**config.mk**
```make
export PLATFORM = sky130hd
export DESIGN_NAME = instr_encoder_loader
export DESIGN_NICKNAME = d
export VERILOG_FILES = /design/src/rtl/instr_encoder_loader.sv
export SDC_FILE = /design/constraint.sdc
export NUM_CORES = 1
export LEC_CHECK = 0
export ABC_AREA = 1
export BUFFER_PORTS_ARGS = -buffer_cell sky130_fd_sc_hd__buf_2
export CORE_ASPECT_RATIO = 0.7
export CORE_UTILIZATION = 46
export CTS_BUF_LIST = sky130_fd_sc_hd__clkbuf_8
export DETAILED_ROUTE_END_ITERATION = 8
export PLACE_DENSITY = 0.73
export SYNTH_ARGS = -nofsm -noshare
export SYNTH_HDL_FRONTEND = slang
export SYNTH_SLANG_ARGS = --single-unit
```
**constraint.sdc**
```tcl
create_clock -name clk -period 1.5 [get_ports clk]
set_input_delay 0.375 -clock clk [delete_from_list [all_inputs] [get_ports clk]]
set_output_delay 0.375 -clock clk [all_outputs]
set_load 0.01 [all_outputs]
```
**src/rtl/instr_encoder_loader.sv**
```systemverilog
// Field-bundle to RV32I encoder that streams words into instruction memory.
// Optional immediate range checking is enabled by defining ENC_IMM_CHECK_EN.
module instr_encoder_loader #(
    parameter int ADDR_W    = 6,
    parameter int BASE_ADDR = 0
) (
    input  logic              clk,
    input  logic              rst_n,
    input  logic              start,
    input  logic              in_valid,
    output logic              in_ready,
    input  logic              in_last,
    input  logic [2:0]        op_class,
    input  logic [2:0]        alu_op,
    input  logic [4:0]        rd,
    input  logic [4:0]        rs1,
    input  logic [4:0]        rs2,
    input  logic [31:0]       imm,
    output logic              imem_we,
    output logic [ADDR_W-1:0] imem_addr,
    output logic [31:0]       imem_wdata,
    output logic              done,
    output logic              err,
    output logic              ovf
);

    localparam logic [1:0] S_IDLE = 2'd0;
    localparam logic [1:0] S_LOAD = 2'd1;
    localparam logic [1:0] S_DONE = 2'd2;

    localparam logic [ADDR_W-1:0] BASE = ADDR_W'(BASE_ADDR);
    localparam logic [ADDR_W-1:0] TOP  = '1;

    localparam logic [6:0] OP_R   = 7'b0110011;
    localparam logic [6:0] OP_I   = 7'b0010011;
    localparam logic [6:0] OP_LW  = 7'b0000011;
    localparam logic [6:0] OP_SW  = 7'b0100011;
    localparam logic [6:0] OP_BEQ = 7'b1100011;
    localparam logic [6:0] OP_JAL = 7'b1101111;

    logic [1:0]        state_q, state_d;
    logic [ADDR_W-1:0] ptr_q, ptr_d;
    logic [ADDR_W-1:0] addr_q, addr_d;
    logic [31:0]       wdata_q, wdata_d;
    logic              we_q, we_d;
    logic              err_q, err_d;
    logic              ovf_q, ovf_d;

    logic [2:0]  f3_alu;
    logic        alu_bad;
    logic [6:0]  f7;
    logic [31:0] enc;
    logic        bad;
    logic        imm_i_ok, imm_b_ok, imm_j_ok;
    logic        xfer;

    always_comb begin
        f3_alu  = 3'b000;
        alu_bad = 1'b0;
        unique case (alu_op)
            3'b000:  f3_alu = 3'b000;
            3'b001:  f3_alu = 3'b000;
            3'b010:  f3_alu = 3'b111;
            3'b011:  f3_alu = 3'b110;
            3'b101:  f3_alu = 3'b010;
            default: alu_bad = 1'b1;
        endcase
    end

`ifdef ENC_IMM_CHECK_EN
    assign imm_i_ok = (&imm[31:11]) | ~(|imm[31:11]);
    assign imm_b_ok = ((&imm[31:12]) | ~(|imm[31:12])) & ~imm[0];
    assign imm_j_ok = ((&imm[31:20]) | ~(|imm[31:20])) & ~imm[0];
`else
    logic unused_imm;
    assign unused_imm = ^imm[31:21];
    assign imm_i_ok   = 1'b1;
    assign imm_b_ok   = 1'b1;
    assign imm_j_ok   = 1'b1;
`endif

    assign f7 = (alu_op == 3'b001) ? 7'b0100000 : 7'b0000000;

    always_comb begin
        enc = '0;
        bad = 1'b0;
        unique case (op_class)
            3'd0: begin
                enc = {f7, rs2, rs1, f3_alu, rd, OP_R};
                bad = alu_bad;
            end
            3'd1: begin
                enc = {imm[11:0], rs1, f3_alu, rd, OP_I};
                bad = alu_bad | (alu_op == 3'b001) | ~imm_i_ok;
            end
            3'd2: begin
                enc = {imm[11:0], rs1, 3'b010, rd, OP_LW};
                bad = ~imm_i_ok;
            end
            3'd3: begin
                enc = {imm[11:5], rs2, rs1, 3'b010, imm[4:0], OP_SW};
                bad = ~imm_i_ok;
            end
            3'd4: begin
                enc = {imm[12], imm[10:5], rs2, rs1, 3'b000,
                       imm[4:1], imm[11], OP_BEQ};
                bad = ~imm_b_ok;
            end
            3'd5: begin
                enc = {imm[20], imm[10:1], imm[11], imm[19:12], rd, OP_JAL};
                bad = ~imm_j_ok;
            end
            default: bad = 1'b1;
        endcase
    end

    assign in_ready = (state_q == S_LOAD);
    assign xfer     = in_valid & in_ready;

    always_comb begin
        state_d = state_q;
        ptr_d   = ptr_q;
        addr_d  = addr_q;
        wdata_d = wdata_q;
        ovf_d   = ovf_q;
        we_d    = 1'b0;
        err_d   = 1'b0;
        unique case (state_q)
            S_IDLE: begin
                if (start) begin
                    state_d = S_LOAD;
                    ptr_d   = BASE;
                    ovf_d   = 1'b0;
                end
            end
            S_LOAD: begin
                if (xfer) begin
                    if (bad) begin
                        err_d = 1'b1;
                        if (in_last) state_d = S_DONE;
                    end else begin
                        we_d    = 1'b1;
                        addr_d  = ptr_q;
                        wdata_d = enc;
                        ptr_d   = ptr_q + 1'b1;
                        // top address written: no room left in this session
                        if (ptr_q == TOP) begin
                            ovf_d   = 1'b1;
                            state_d = S_DONE;
                        end else if (in_last) begin
                            state_d = S_DONE;
                        end
                    end
                end
            end
            default: state_d = S_IDLE;
        endcase
    end

    always_ff @(posedge clk or negedge rst_n) begin
        if (!rst_n) begin
            state_q <= S_IDLE;
            ptr_q   <= BASE;
            addr_q  <= BASE;
            wdata_q <= '0;
            we_q    <= 1'b0;
            err_q   <= 1'b0;
            ovf_q   <= 1'b0;
        end else begin
            state_q <= state_d;
            ptr_q   <= ptr_d;
            addr_q  <= addr_d;
            wdata_q <= wdata_d;
            we_q    <= we_d;
            err_q   <= err_d;
            ovf_q   <= ovf_d;
        end
    end

    assign imem_we    = we_q;
    assign imem_addr  = addr_q;
    assign imem_wdata = wdata_q;
    assign err        = err_q;
    assign ovf        = ovf_q;
    assign done       = (state_q == S_DONE);

endmodule
```
# ---- Word level (Yosys, flattened, before mapping)
# Cells that the tools add are included.
dict set report op_classes {
  addsub 1
  eq_ne 16
  muxes 26
  bitwise 3
  n_reduce_logical 10
}
# op n
set op_table {}
lappend op_table {{one-hot mux 32 bit (6 select lines)} 1}
lappend op_table {{two-way mux 6 bit} 4}
lappend op_table {{equality test 3 x 2 -> 1 bit, second input constant} 4}
lappend op_table {{one-hot mux 6 bit (2 select lines)} 1}
lappend op_table {{two-way mux 1 bit} 11}
lappend op_table {{two-way mux 2 bit} 5}
lappend op_table {{equality test 3 bit, second input constant} 3}
lappend op_table {{one-hot mux 3 bit (3 select lines)} 1}
lappend op_table {{adder 6 x 1 -> 6 bit, second input constant} 1}
lappend op_table {{equality test 3 x 1 -> 1 bit, second input constant} 2}
lappend op_table {{equality test 6 bit, second input constant} 1}
lappend op_table {{logical NOT 3 bit} 2}
lappend op_table {{AND reduction 5 bit} 1}
lappend op_table {{OR reduction 5 bit} 1}
lappend op_table {{!= test 2 x 1 -> 1 bit, second input constant} 2}
lappend op_table {{!= test 2 bit, second input constant} 2}
lappend op_table {{one-hot mux 2 bit (2 select lines)} 1}
lappend op_table {{AND reduction 4 bit} 1}
lappend op_table {{OR reduction 4 bit} 1}
lappend op_table {{one-hot mux 1 bit (3 select lines)} 1}
lappend op_table {{AND reduction 3 bit} 1}
lappend op_table {{equality test 2 x 1 -> 1 bit, second input constant} 1}
lappend op_table {{equality test 2 bit, second input constant} 1}
lappend op_table {{logical NOT 2 bit} 1}
lappend op_table {{6 further kinds} 6}
dict set report word_totals {
  regBits 49
  inputBits 58
  out_inout_bits 43
  wordCells 63
}

# ---- Depth between registers and ports, before layout
# Gate-level depths: netlist (run 1).
dict set report depth {
  ltp_word 8
  ltp_mapped 11
  ltp_nobuf 10
}

# ---- Worst setup path after synthesis (run 1)
# Ideal clock, no wire load.
dict set report synth_path {
  path_type {input to register}
  from {input port op_class[1]}
  to {register wdata_q[1], in the netlist imem_wdata[1]}
  setup_ns 0.124
  t_arrival_ns 1.325
  t_required_ns 1.376
  slack_ns 0.051
  cell_stages 10
  n_path_buf 1
  path_cell_list {nor2_4 nand2_4 inv_4 nand2_2 nand3_2 inv_2 nand2_4 inv_2 buf_6 or2_1}
}
dict set report synth_via {
  elab_chain_len 5
  word_cells_on_any_way 11
  classes_between {eq/ne: 5; mux: 2; bitwise: 1; reduce/logical: 3}
}
# element line
set synth_rtl {}
lappend synth_rtl {{from (decl)} 13} ;# input logic [2:0] op_class,
lappend synth_rtl {{equality test 3 bit / equality test 3 x 2 -> 1 bit (equally long branches)} 87} ;# unique case (op_class)
lappend synth_rtl {{OR reduction 4 bit (no source line)} n/a}
lappend synth_rtl {{one-hot mux 1 bit (3 select lines)} 87}
lappend synth_rtl {{inverter 1 bit (no source line)} n/a}
lappend synth_rtl {{AND reduction 3 bit (no source line)} n/a}
lappend synth_rtl {{to (signal assigned)} 173} ;# wdata_q <= wdata_d;
lappend synth_rtl {{to (decl)} 44} ;# logic [31:0] wdata_q, wdata_d;
# Parallel ways exist; a longest one is shown, timed or not.
# A chain may end at the register's enable or synchronous reset.

# ---- Final worst setup path (run 1)
dict set report layout_path {
  from {register state_q[1]}
  to {output port in_ready}
}
dict set report layout_via {
  elab_chain_len 1
}
# element line
set layout_rtl {}
lappend layout_rtl {{from (decl)} 41} ;# logic [1:0] state_q, state_d;
lappend layout_rtl {{from (signal assigned)} 170} ;# state_q <= state_d;
lappend layout_rtl {{equality test 2 x 1 -> 1 bit} 117} ;# assign in_ready = (state_q == S_LOAD);
lappend layout_rtl {{to (decl)} 11} ;# output logic in_ready,
# Every way passes these cells.

==> impl_metrics.yaml, run 1 <==
worst_setup_path:
  r2r_start: "ptr_q[1]"
  cp_cell_sequence: "nor2_4, buf_2"
  required_ns: 1.12
  cp-end-kind: "output pin"
  r2r_setup_slack_ns: 0.14
  cpPeakStageDelay_ns: 0.43
  cp_num_buf_inv: 1
  cp-start-kind: "flop"
  crit_start: "state_q[1]"
  cpLargestDelayFamily: "flip-flops"
  critical_path_class: "flop to output pin"
  cp.arrival_ns: 1.07
  cp_slowest_cell: "dfrtp_1"
  critPathMaxFanout: 5
cts:
  clockBufferDepth: 2
  postCtsSetupRepairBufs: 0
  clk_pin_slew_worst_paths_ns: 0.09
  cts_tree: "yes"
  clkLatencyLatePin_ns: 0.31
  numClockSinks: 47
  cts_max_level: 2
  cts_buffers: 5
  root_buffer: "clkbuf_8"
global_routing:
  overflow: 0
  grt_pass1_wl_um: 10630
  grt_max_degree: 36
  grt.total_usage_pct: 24.49
  grt_pass1_vias: 2402
  antenna_found_initial: 0
layout:
  multi_input_area_sq_um: 1115
  regArea_sq_um: 1176
  n_antenna_cell: 0
  nNetsFinal: 508
  final_common_cell: "nand2_1"
  final_cell_mix: "nand2_1 (133), buf_2 (89), dfrtp_1 (47)"
  drive_gt1_share_pct: 33.33
  area.growth.synth_to_final_pct: 37.18
  fill_cells: 464
synthesis:
  ys_seq_elements: 47
  syn_inst: 325
  syn_avg_cell_area_sq_um: 7.507
  syn_nets: 384
  yosysWarnings: 0
  syn_area_sq_um: 2440
  ys_seq_area_share_pct: 48.21
  synth.distinct_cells: 29
route:
  routed-wl-met3_um: 448
  route.met2.wl_um: 2841
  viasPerCell: 4.834
  wl_um: 6256
  top_layer: "met4"
  dr.first_iter.drc_count: 87
  ant_nets: 0
  drc: 0
  met1_length_um: 2916
  firstDrtPassIters: 4
  post_drt_wl_per_cell_um: 12.05
  vias: 2509
hold_path:
  hp-start: "imm[9]"
  hold_class: "input port to flop"
timing:
  worstMarginPinSlew_ns: 0.3551
  skew_ns: 0.006584
  rsz0062_at_grt: "true"
  fin_crit_sh_pct: 96.49
  finalSetupTns_ns: 0
  slew_viol_final: 0
  relSlewSlack_pct: 76.33
  hold_viol_final: 0
  timing.fmax_mhz: 690.9
  setup_viol_count_final: 0
  fin_crit_ns: 1.447
power_and_ir_drop:
  power_mw: 4.506
  peakVddDrop_mv: 0.8616
  internal_power_mw: 2.825
  pwr-share-seq_pct: 42.9
  p_switching_mw: 1.682
  p_per_area_nw_per_um2: 1346
  p_comb_share_pct: 38.9
  switching_share_pct: 37.31
  pwr-share-clk_pct: 18.2
  p_leak_nw: 1.920
floorplan:
  ios: 101
  chipWidth_um: 89.05
  start_util_pct: 49.39
  rows: 21
  core_sq_um: 4940
  die-area_sq_um: 5604
  die_height_um: 62.93
placement:
  dpl.hpwl_um: 4718
  io_buffers: 89
  finalWeightedCongestion: 0.8543
outcome:
  status: "complete, no violations"
run:
  maxCapViolCount: 0
## per-stage QoR
| step | utilization [%] | setup slack (ns) | hold slack, ns | instance area [sq um] | cells |
|---|---|---|---|---|---|
| global placement | 65.30 | -0.07863 | 0.2926 | 3226 | 510 |
| finish | 67.76 | 0.05269 | 0.3120 | 3347 | 519 |
| detailed placement | 65.30 | -0.1098 | 0.2960 | 3226 | 510 |
| global route | 67.76 | -0.01299 | 0.3166 | 3347 | 519 |
| CTS | 67.60 | 0.03977 | 0.3112 | 3339 | 519 |
| floorplan | - | 0.05121 | 0.07941 | 2440 | 325 |
## per-layer routing
layer | up-vias | global-route usage, %
li1 | 1285 | -
met1 | 1141 | 32.20
met2 | 78 | 39.90
met3 | 5 | 7.662
met4 | 0 | 4.762
met5 | - | 0
## state kept, by name (all words and copies together), names as in the netlist
| name | count |
|---|---|
| err | 1 |
| ptr_q | 6 |
| state_q | 2 |
| imem_addr | 6 |
| imem_we | 1 |
| ovf | 1 |
| imem_wdata | 30 |
## synth_stat cells (all sizes together)
cell type	count	area, sq um
a21oi	8	40.04
xor2	3	26.28
nand4	2	12.51
buf	10	61.30
nand2	137	531.8
or2	5	31.28
a32oi	1	8.760
inv	25	96.35
clkinv	1	3.750
ha	1	12.51
o21ai	37	185.2
nor2	14	62.56
nor3b	1	7.510
a21boi	4	30.03
nor3	3	15.01
o22ai	3	18.77
dfrtp	47	1176
nand3	23	120.1
## power groups by stage
stage,Clock [mW],Combinational (mW),Sequential (mW)
2_1_floorplan,0,0.731,2.15
3_3_place_gp,0,1.70,1.94
3_5_place_dp,0,1.75,1.95
4_1_cts,0.852,1.77,1.94
5_1_grt,0.898,1.99,2.00
6_report,0.820,1.75,1.93
## worst paths after layout
check | end | depth (start not counted)
min reg2reg | imem_wdata[24] | 2
min | imem_wdata[29] | 3
max in group asynchronous | ptr_q[4] | 3
max | in_ready | 2
max reg2reg | state_q[0] | 8
min in group asynchronous | imem_wdata[19] | 2
## kinds of logic (layout without fill, tap and decap cells)
family	count (synthesis)	count (layout)	synth area share, %
compound gates	53	53	11.59
xor+xnor	3	3	1.077
fa+ha+maj	1	1	0.5127
buf+inv	36	161	6.615
flops	47	47	48.21
simple gates	185	185	32.00
## tightest hold or removal path, stage by stage
cell	delay, ns
buf_2	0.09
nand2_1	0.05
o21ai_1	0.06
## area by class of cell
| type | count | area share [%] |
|---|---|---|
| Clock buffer | 6 | 2.467 |
| Clock inverter | 2 | 0.4860 |
| Inverter | 26 | 2.991 |
| Multi-Input combinational cell | 242 | 33.31 |
| Sequential cell | 47 | 35.14 |
| Tap cell | 69 | 2.579 |
| Timing Repair Buffer | 127 | 23.03 |
## timing repair
item,in CTS,in global routing
hold buffers,1,0
resized for setup,1,5
hold endpoints to repair,12,0
endpoints found under the setup margin,1,11
No activity file was read; power rests on OpenSTA's default activity.
==> run 2, diff against run 1 <==
--- a/config.mk
+++ b/config.mk
@@ -10,6 +10,7 @@
 export CORE_ASPECT_RATIO = 0.7
-export CORE_UTILIZATION = 46
+export CORE_UTILIZATION = 45
 export CTS_BUF_LIST = sky130_fd_sc_hd__clkbuf_8
 export DETAILED_ROUTE_END_ITERATION = 8
-export PLACE_DENSITY = 0.73
+export PLACE_DENSITY = 0.75
+export SKIP_CTS_REPAIR_TIMING = 1
 export SYNTH_ARGS = -nofsm -noshare
==> constraint.sdc (replaced) <==
create_clock -name clk -period 1.3 [get_ports clk]
set_input_delay 0.26 -clock clk [delete_from_list [all_inputs] [get_ports clk]]
set_output_delay 0.26 -clock clk [all_outputs]
set_load 0.01 [all_outputs]
==> run 2 against run 1 <==
The flow now finishes with violations (DRC, setup timing). Power grew 37%. Sequential share of layout area down 5.1 points. First-iteration DRC count increased by 72%. Combinational power rose by 67%. Flip-flop and latch count stayed put. Global-route usage fell by 0.96 points. Die area grew 2.2%. Clock-buffer cell count fell by 1. Via count rose by 11%. Highest routed layer unchanged.
==> impl_metrics.yaml, run 2 (synthesis gave the netlist of run 1 again) <==
outcome:
  status: "finished, violations left"
  violations: "DRC, setup timing"
cts:
  clk_pin_slew_worst_paths_ns: 0.09
  root_buffer: "clkbuf_8"
  clockBufferDepth: 2
  cts_tree: "yes"
  clkLatencyLatePin_ns: 0.30
  cts_max_level: 2
  cts_buffers: 5
  numClockSinks: 47
layout:
  final_cell_mix: "nand2_1 (92), buf_2 (88), dfrtp_1 (47)"
  largest_reg_flops: 30
  area.growth.synth_to_final_pct: 60.62
  fill_cells: 387
  final_common_cell: "nand2_1"
  fin_area_sq_um: 3919
  drive_gt1_share_pct: 49.26
  n_antenna_cell: 0
  regArea_sq_um: 1176
  nNetsFinal: 531
  multi_input_area_sq_um: 1409
placement:
  place_area_sq_um: 3302
  io_buffers: 89
  dpl.hpwl_um: 4877
  finalWeightedCongestion: 0.8431
global_routing:
  antenna_found_initial: 0
  overflow: 0
  grt.total_usage_pct: 23.53
  grt_pass1_vias: 2458
  grt_max_degree: 24
  grt_pass1_wl_um: 10800
hold_path:
  hold_depth: 3
  hp-start: "imm[7]"
  hold_class: "input port to flop"
  hold_end: "imem_wdata[27]"
timing:
  worstMarginPinSlew_ns: 0.4056
  setup_viol_count_final: 38
  setup_slack_ns: -0.07467
  fin_crit_ns: 1.375
  timing.fmax_mhz: 727.4
  relSlewSlack_pct: 72.68
  skew_ns: 0.006486
  hold_viol_final: 0
  slew_viol_final: 0
  rsz0062_at_grt: "true"
  fin_crit_sh_pct: 105.7
worst_setup_path:
  cpPeakStageDelay_ns: 0.43
  cp.arrival_ns: 1.57
  cp_cell_sequence: "ha_4, nand2_4, nor3_4, nand4_1, nand2_1, nand2_1, nand2_1, nand2_1"
  required_ns: 1.50
  cp-end-kind: "flop"
  cp_common_cell: "nand2_1"
  r2r_setup_slack_ns: -0.07
  regToRegEndpoint: "state_q[0]"
  reg2regPathDepth: 8
  cpLargestDelayFamily: "simple AND/OR/NAND/NOR gates"
  cp_num_buf_inv: 0
  cp_slowest_cell: "dfrtp_1"
  r2r_start: "ptr_q[0]"
  critPathMaxFanout: 3
  critical_path_class: "flop to flop"
  cp-start-kind: "flop"
route:
  post_drt_wl_per_cell_um: 13.81
  firstDrtPassIters: 7
  viasPerCell: 5.094
  ant_nets: 0
  wl_um: 7527
  dr.first_iter.drc_count: 150
  drc: 1
  vias: 2776
power_and_ir_drop:
  p_per_area_nw_per_um2: 1576
  peakVddDrop_mv: 1.056
  p_leak_nw: 2.195
  power_mw: 6.177
floorplan:
  die_height_um: 63.61
  core_sq_um: 5230
  ios: 101
  start_util_pct: 46.65
  chipWidth_um: 90.01
  rows: 22
  die-area_sq_um: 5725
run:
  maxCapViolCount: 0
run 2: cell count changes in the layout (fill, tap and decap cells not counted), moves of 4 or more:
cell / delta
nand2_2: +23
clkbuf_16: +4
nand2_1: -41
o21ai_0: -10
buf_4: +11
buf_6: +7
o21ai_2: +10
nand2_4: +18
run 2: through the flow:
stage	setup slack, ns	hold WS, ns	utilization, %	TNS, ns	cells
after CTS	-0.1289	-0.1356	64.76	-1.104	530
after floorplan	-0.02332	-0.03559	-	-0.02332	325
final	-0.07467	0.1920	74.93	-0.9384	545
after global routing	-0.1712	0.2008	74.93	-3.368	545
after global placement	-0.1701	0.1939	63.13	-5.586	522
after detailed placement	-0.2014	0.1967	63.13	-6.432	522
run 2: final cells by class:
| class | count | share of cell area [%] |
|---|---|---|
| repair buffers | 149 | 26.60 |
| inverters | 26 | 2.969 |
| clock buffers | 5 | 1.756 |
| multi-input cells | 243 | 35.95 |
| flip-flops and latches | 47 | 30.01 |
| clock inverters | 3 | 0.4151 |
| well taps | 72 | 2.299 |
run 2: worst max path at each step:
stage | startpoint | end | slack [ns] | cells past startpoint
after floorplan | op_class[0] | imem_wdata[1] | -0.02 | 10
after global placement | op_class[1] | imem_addr[2] | -0.17 | 12
after detailed placement | op_class[1] | imem_wdata[29] | -0.20 | 7
after CTS | ptr_q[0] | state_q[0] | -0.13 | 8
after global routing | ptr_q[0] | state_q[0] | -0.17 | 8
final | ptr_q[0] | state_q[0] | -0.07 | 8
run 2: worst min-delay path, delay by kind of cell:
kind	cells	cell delay, ns
buffers and inverters	1	0.09
and+or+nand+nor	1	0.05
AOI/OAI and AO/OA	1	0.06
run 2: per-layer routing:
metal | wire [um] | vias to the layer above | GRT usage, %
met5 | 0 | - | 0
met3 | 602 | 13 | 5.676
met2 | 3491 | 129 | 38.65
met4 | 115 | 0 | 6.653
li1 | - | 1340 | -
met1 | 3317 | 1294 | 31.14
run 2: where the power goes:
| part | switching [mW] | leakage [nW] | total [mW] | internal, mW |
|---|---|---|---|---|
| Clock | 0.492 | 0.0453 | 0.861 | 0.369 |
| Combinational | 1.51 | 1.53 | 2.93 | 1.42 |
| Sequential | 0.422 | 0.617 | 2.38 | 1.96 |
| Total | 2.43 | 2.20 | 6.18 | 3.75 |
==> run 3, diff against run 2 <==
- ABC_AREA: 1 -> unset
- CAP_MARGIN: unset -> 20
- CORE_UTILIZATION: 45 -> 44
- PLACE_DENSITY: 0.75 -> 0.74
==> run 3 against run 2 <==
The run ends with setup timing left. Critical path type is now flop to output pin. Flip-flop and latch count unchanged. Core utilization decreased by 9.3 points. Cell count decreased by 24%. Synthesized area decreased by 7.1%. Highest routed layer unchanged. Combinational power decreased by 26%. Clock skew decreased by 0.0010 ns.
==> impl_metrics.yaml, run 3 <==
worst_setup_path:
  cp_num_buf_inv: 3
  cpLargestDelayFamily: "buffers and inverters"
  regToRegEndpoint: "ptr_q[5]"
  cp-start-kind: "flop"
  cp-end-kind: "output pin"
  r2r_setup_slack_ns: -0.23
  critical_path_class: "flop to output pin"
  cp.arrival_ns: 1.27
  critPathMaxFanout: 3
  cp_cell_sequence: "buf_4, nor2b_4, buf_4, buf_2"
  cp_slowest_cell: "dfrtp_1"
  cpPeakStageDelay_ns: 0.42
  reg2regPathDepth: 5
  crit_start: "state_q[0]"
  required_ns: 1.04
  cp_common_cell: "buf_4"
  r2r_start: "state_q[0]"
route:
  viasPerCell: 5.031
  dr.first_iter.drc_count: 113
  post_drt_wl_per_cell_um: 13.39
  firstDrtPassIters: 4
  wl_um: 5557
  drc: 0
  ant_nets: 0
  vias: 2088
hold_path:
  hold_depth: 3
  hold_class: "input port to flop"
  hold_end: "imem_wdata[27]"
  hp-start: "imm[7]"
layout:
  area.growth.synth_to_final_pct: 40.70
  n_antenna_cell: 0
  nNetsFinal: 404
  drive_gt1_share_pct: 44.51
  largest_reg_flops: 30
  fin_area_sq_um: 3188
  final_common_cell: "buf_2"
  final_cell_mix: "buf_2 (89), dfrtp_1 (47), nand2_1 (42)"
synthesis:
  syn_avg_cell_area_sq_um: 10.03
  yosysWarnings: 0
  synth_commonest_cells: "dfrtp_1 (47), nand2_1 (42), o21ai_0 (32)"
  syn_area_sq_um: 2266
  synthFlopType: "dfrtp_1"
  synth_top_area_cell: "dfrtp_1"
  synthArstFlopShare_pct: 100.0
  synth_most_common_cell: "dfrtp_1"
  synth.distinct_cells: 44
  syn_inst: 226
  synthTopCellsByArea: "dfrtp_1 (52%), o21ai_0 (7.1%), nand2_1 (7.0%)"
  ys_seq_elements: 47
  syn_nets: 285
  ys_seq_area_share_pct: 51.91
  synth_top_area_share_pct: 51.91
  synth-edff-count: 0
cts:
  clockBufferDepth: 2
  cts_tree: "yes"
  cts_max_level: 2
  clk_pin_slew_worst_paths_ns: 0.08
  clkLatencyLatePin_ns: 0.30
  root_buffer: "clkbuf_8"
  numClockSinks: 47
  cts_buffers: 5
timing:
  timing.fmax_mhz: 652.4
  setup_slack_ns: -0.2329
  skew_ns: 0.005481
  setup_viol_count_final: 41
  fin_crit_sh_pct: 117.9
  relSlewSlack_pct: 55.07
  fin_crit_ns: 1.533
  slew_viol_final: 0
  hold_viol_final: 0
  worstMarginPinSlew_ns: 0.6669
  rsz0062_at_grt: "true"
  holdWs_ns: 0.1830
global_routing:
  grt_pass1_vias: 1721
  antenna_found_initial: 0
  grt_pass1_wl_um: 8335
  grt.total_usage_pct: 20.79
  grt_max_degree: 34
  overflow: 0
power_and_ir_drop:
  p_per_area_nw_per_um2: 1679
  peakVddDrop_mv: 0.7924
  p_leak_nw: 1.633
outcome:
  status: "finished, violations left"
  violations: "setup timing"
placement:
  finalWeightedCongestion: 0.8347
  place_area_sq_um: 3032
  dpl.hpwl_um: 4317
  io_buffers: 89
floorplan:
  ios: 101
  die-area_sq_um: 5445
  rows: 21
  start_util_pct: 46.62
  core_sq_um: 4861
  chipWidth_um: 87.77
  die_height_um: 62.04
run:
  maxCapViolCount: 0
-- run 3: layout make-up --
| class | instances | area, sq um |
|---|---|---|
| Tap cell | 69 | 86.33 |
| Inverter | 4 | 15.01 |
| Sequential cell | 47 | 1176 |
| Multi-Input combinational cell | 163 | 1060 |
| Clock buffer | 6 | 82.58 |
| Fill cell | 403 | 1673 |
| Timing Repair Buffer | 124 | 752.0 |
| Clock inverter | 2 | 16.27 |
-- run 3: tightest hold or removal path, stage by stage --
cell and delay (ns):
buf_2 0.10, nand2_1 0.05, o21ai_1 0.05
-- run 3: power by group --
group	internal (mW)	leakage (nW)	switching, mW
registers	1.97	0.613	0.287
clock network	0.434	0.0474	0.497
logic	1.04	0.972	1.12
total	3.45	1.63	1.90
-- run 3: cell families (layout without fill, tap and decap cells) --
logic type	after synthesis	after routing	share of synthesized area [%]
simple gates	74	74	15.02
mux	11	11	5.853
flops	47	47	51.91
fa+ha+maj	1	1	0.5521
xor+xnor	2	2	0.7732
buf+inv	16	136	3.920
compound gates	75	75	21.98
-- run 3: worst max path at each step --
stage / slack [ns] / endpoint / cells past startpoint
6_report: -0.23 / in_ready / 4
5_1_grt: -0.30 / ptr_q[5] / 5
4_1_cts: -0.30 / ptr_q[5] / 5
3_5_place_dp: -0.39 / imem_wdata[28] / 8
3_3_place_gp: -0.34 / imem_addr[5] / 6
2_1_floorplan: -0.29 / imem_addr[5] / 6
-- run 3: routing by layer --
metal	global-route usage (%)	up-vias	share of wire [%]
met3	4.491	7	5.3
met2	29.57	72	43
met5	0	-	0
met4	6.557	0	0.90
met1	31.54	969	51
li1	-	1040	-
-- run 3: stage by stage --
step	worst slack (ns)	power (mW)	setup TNS (ns)	instances	utilization [%]
after floorplan	-0.2921	3.343	-6.289	226	-
after global placement	-0.3433	4.304	-12.09	404	62.37
after detailed placement	-0.3874	4.385	-13.58	404	62.37
after CTS	-0.3042	5.319	-9.022	412	64.40
after global routing	-0.2951	5.778	-9.217	415	65.59
final	-0.2329	5.354	-6.232	415	65.59
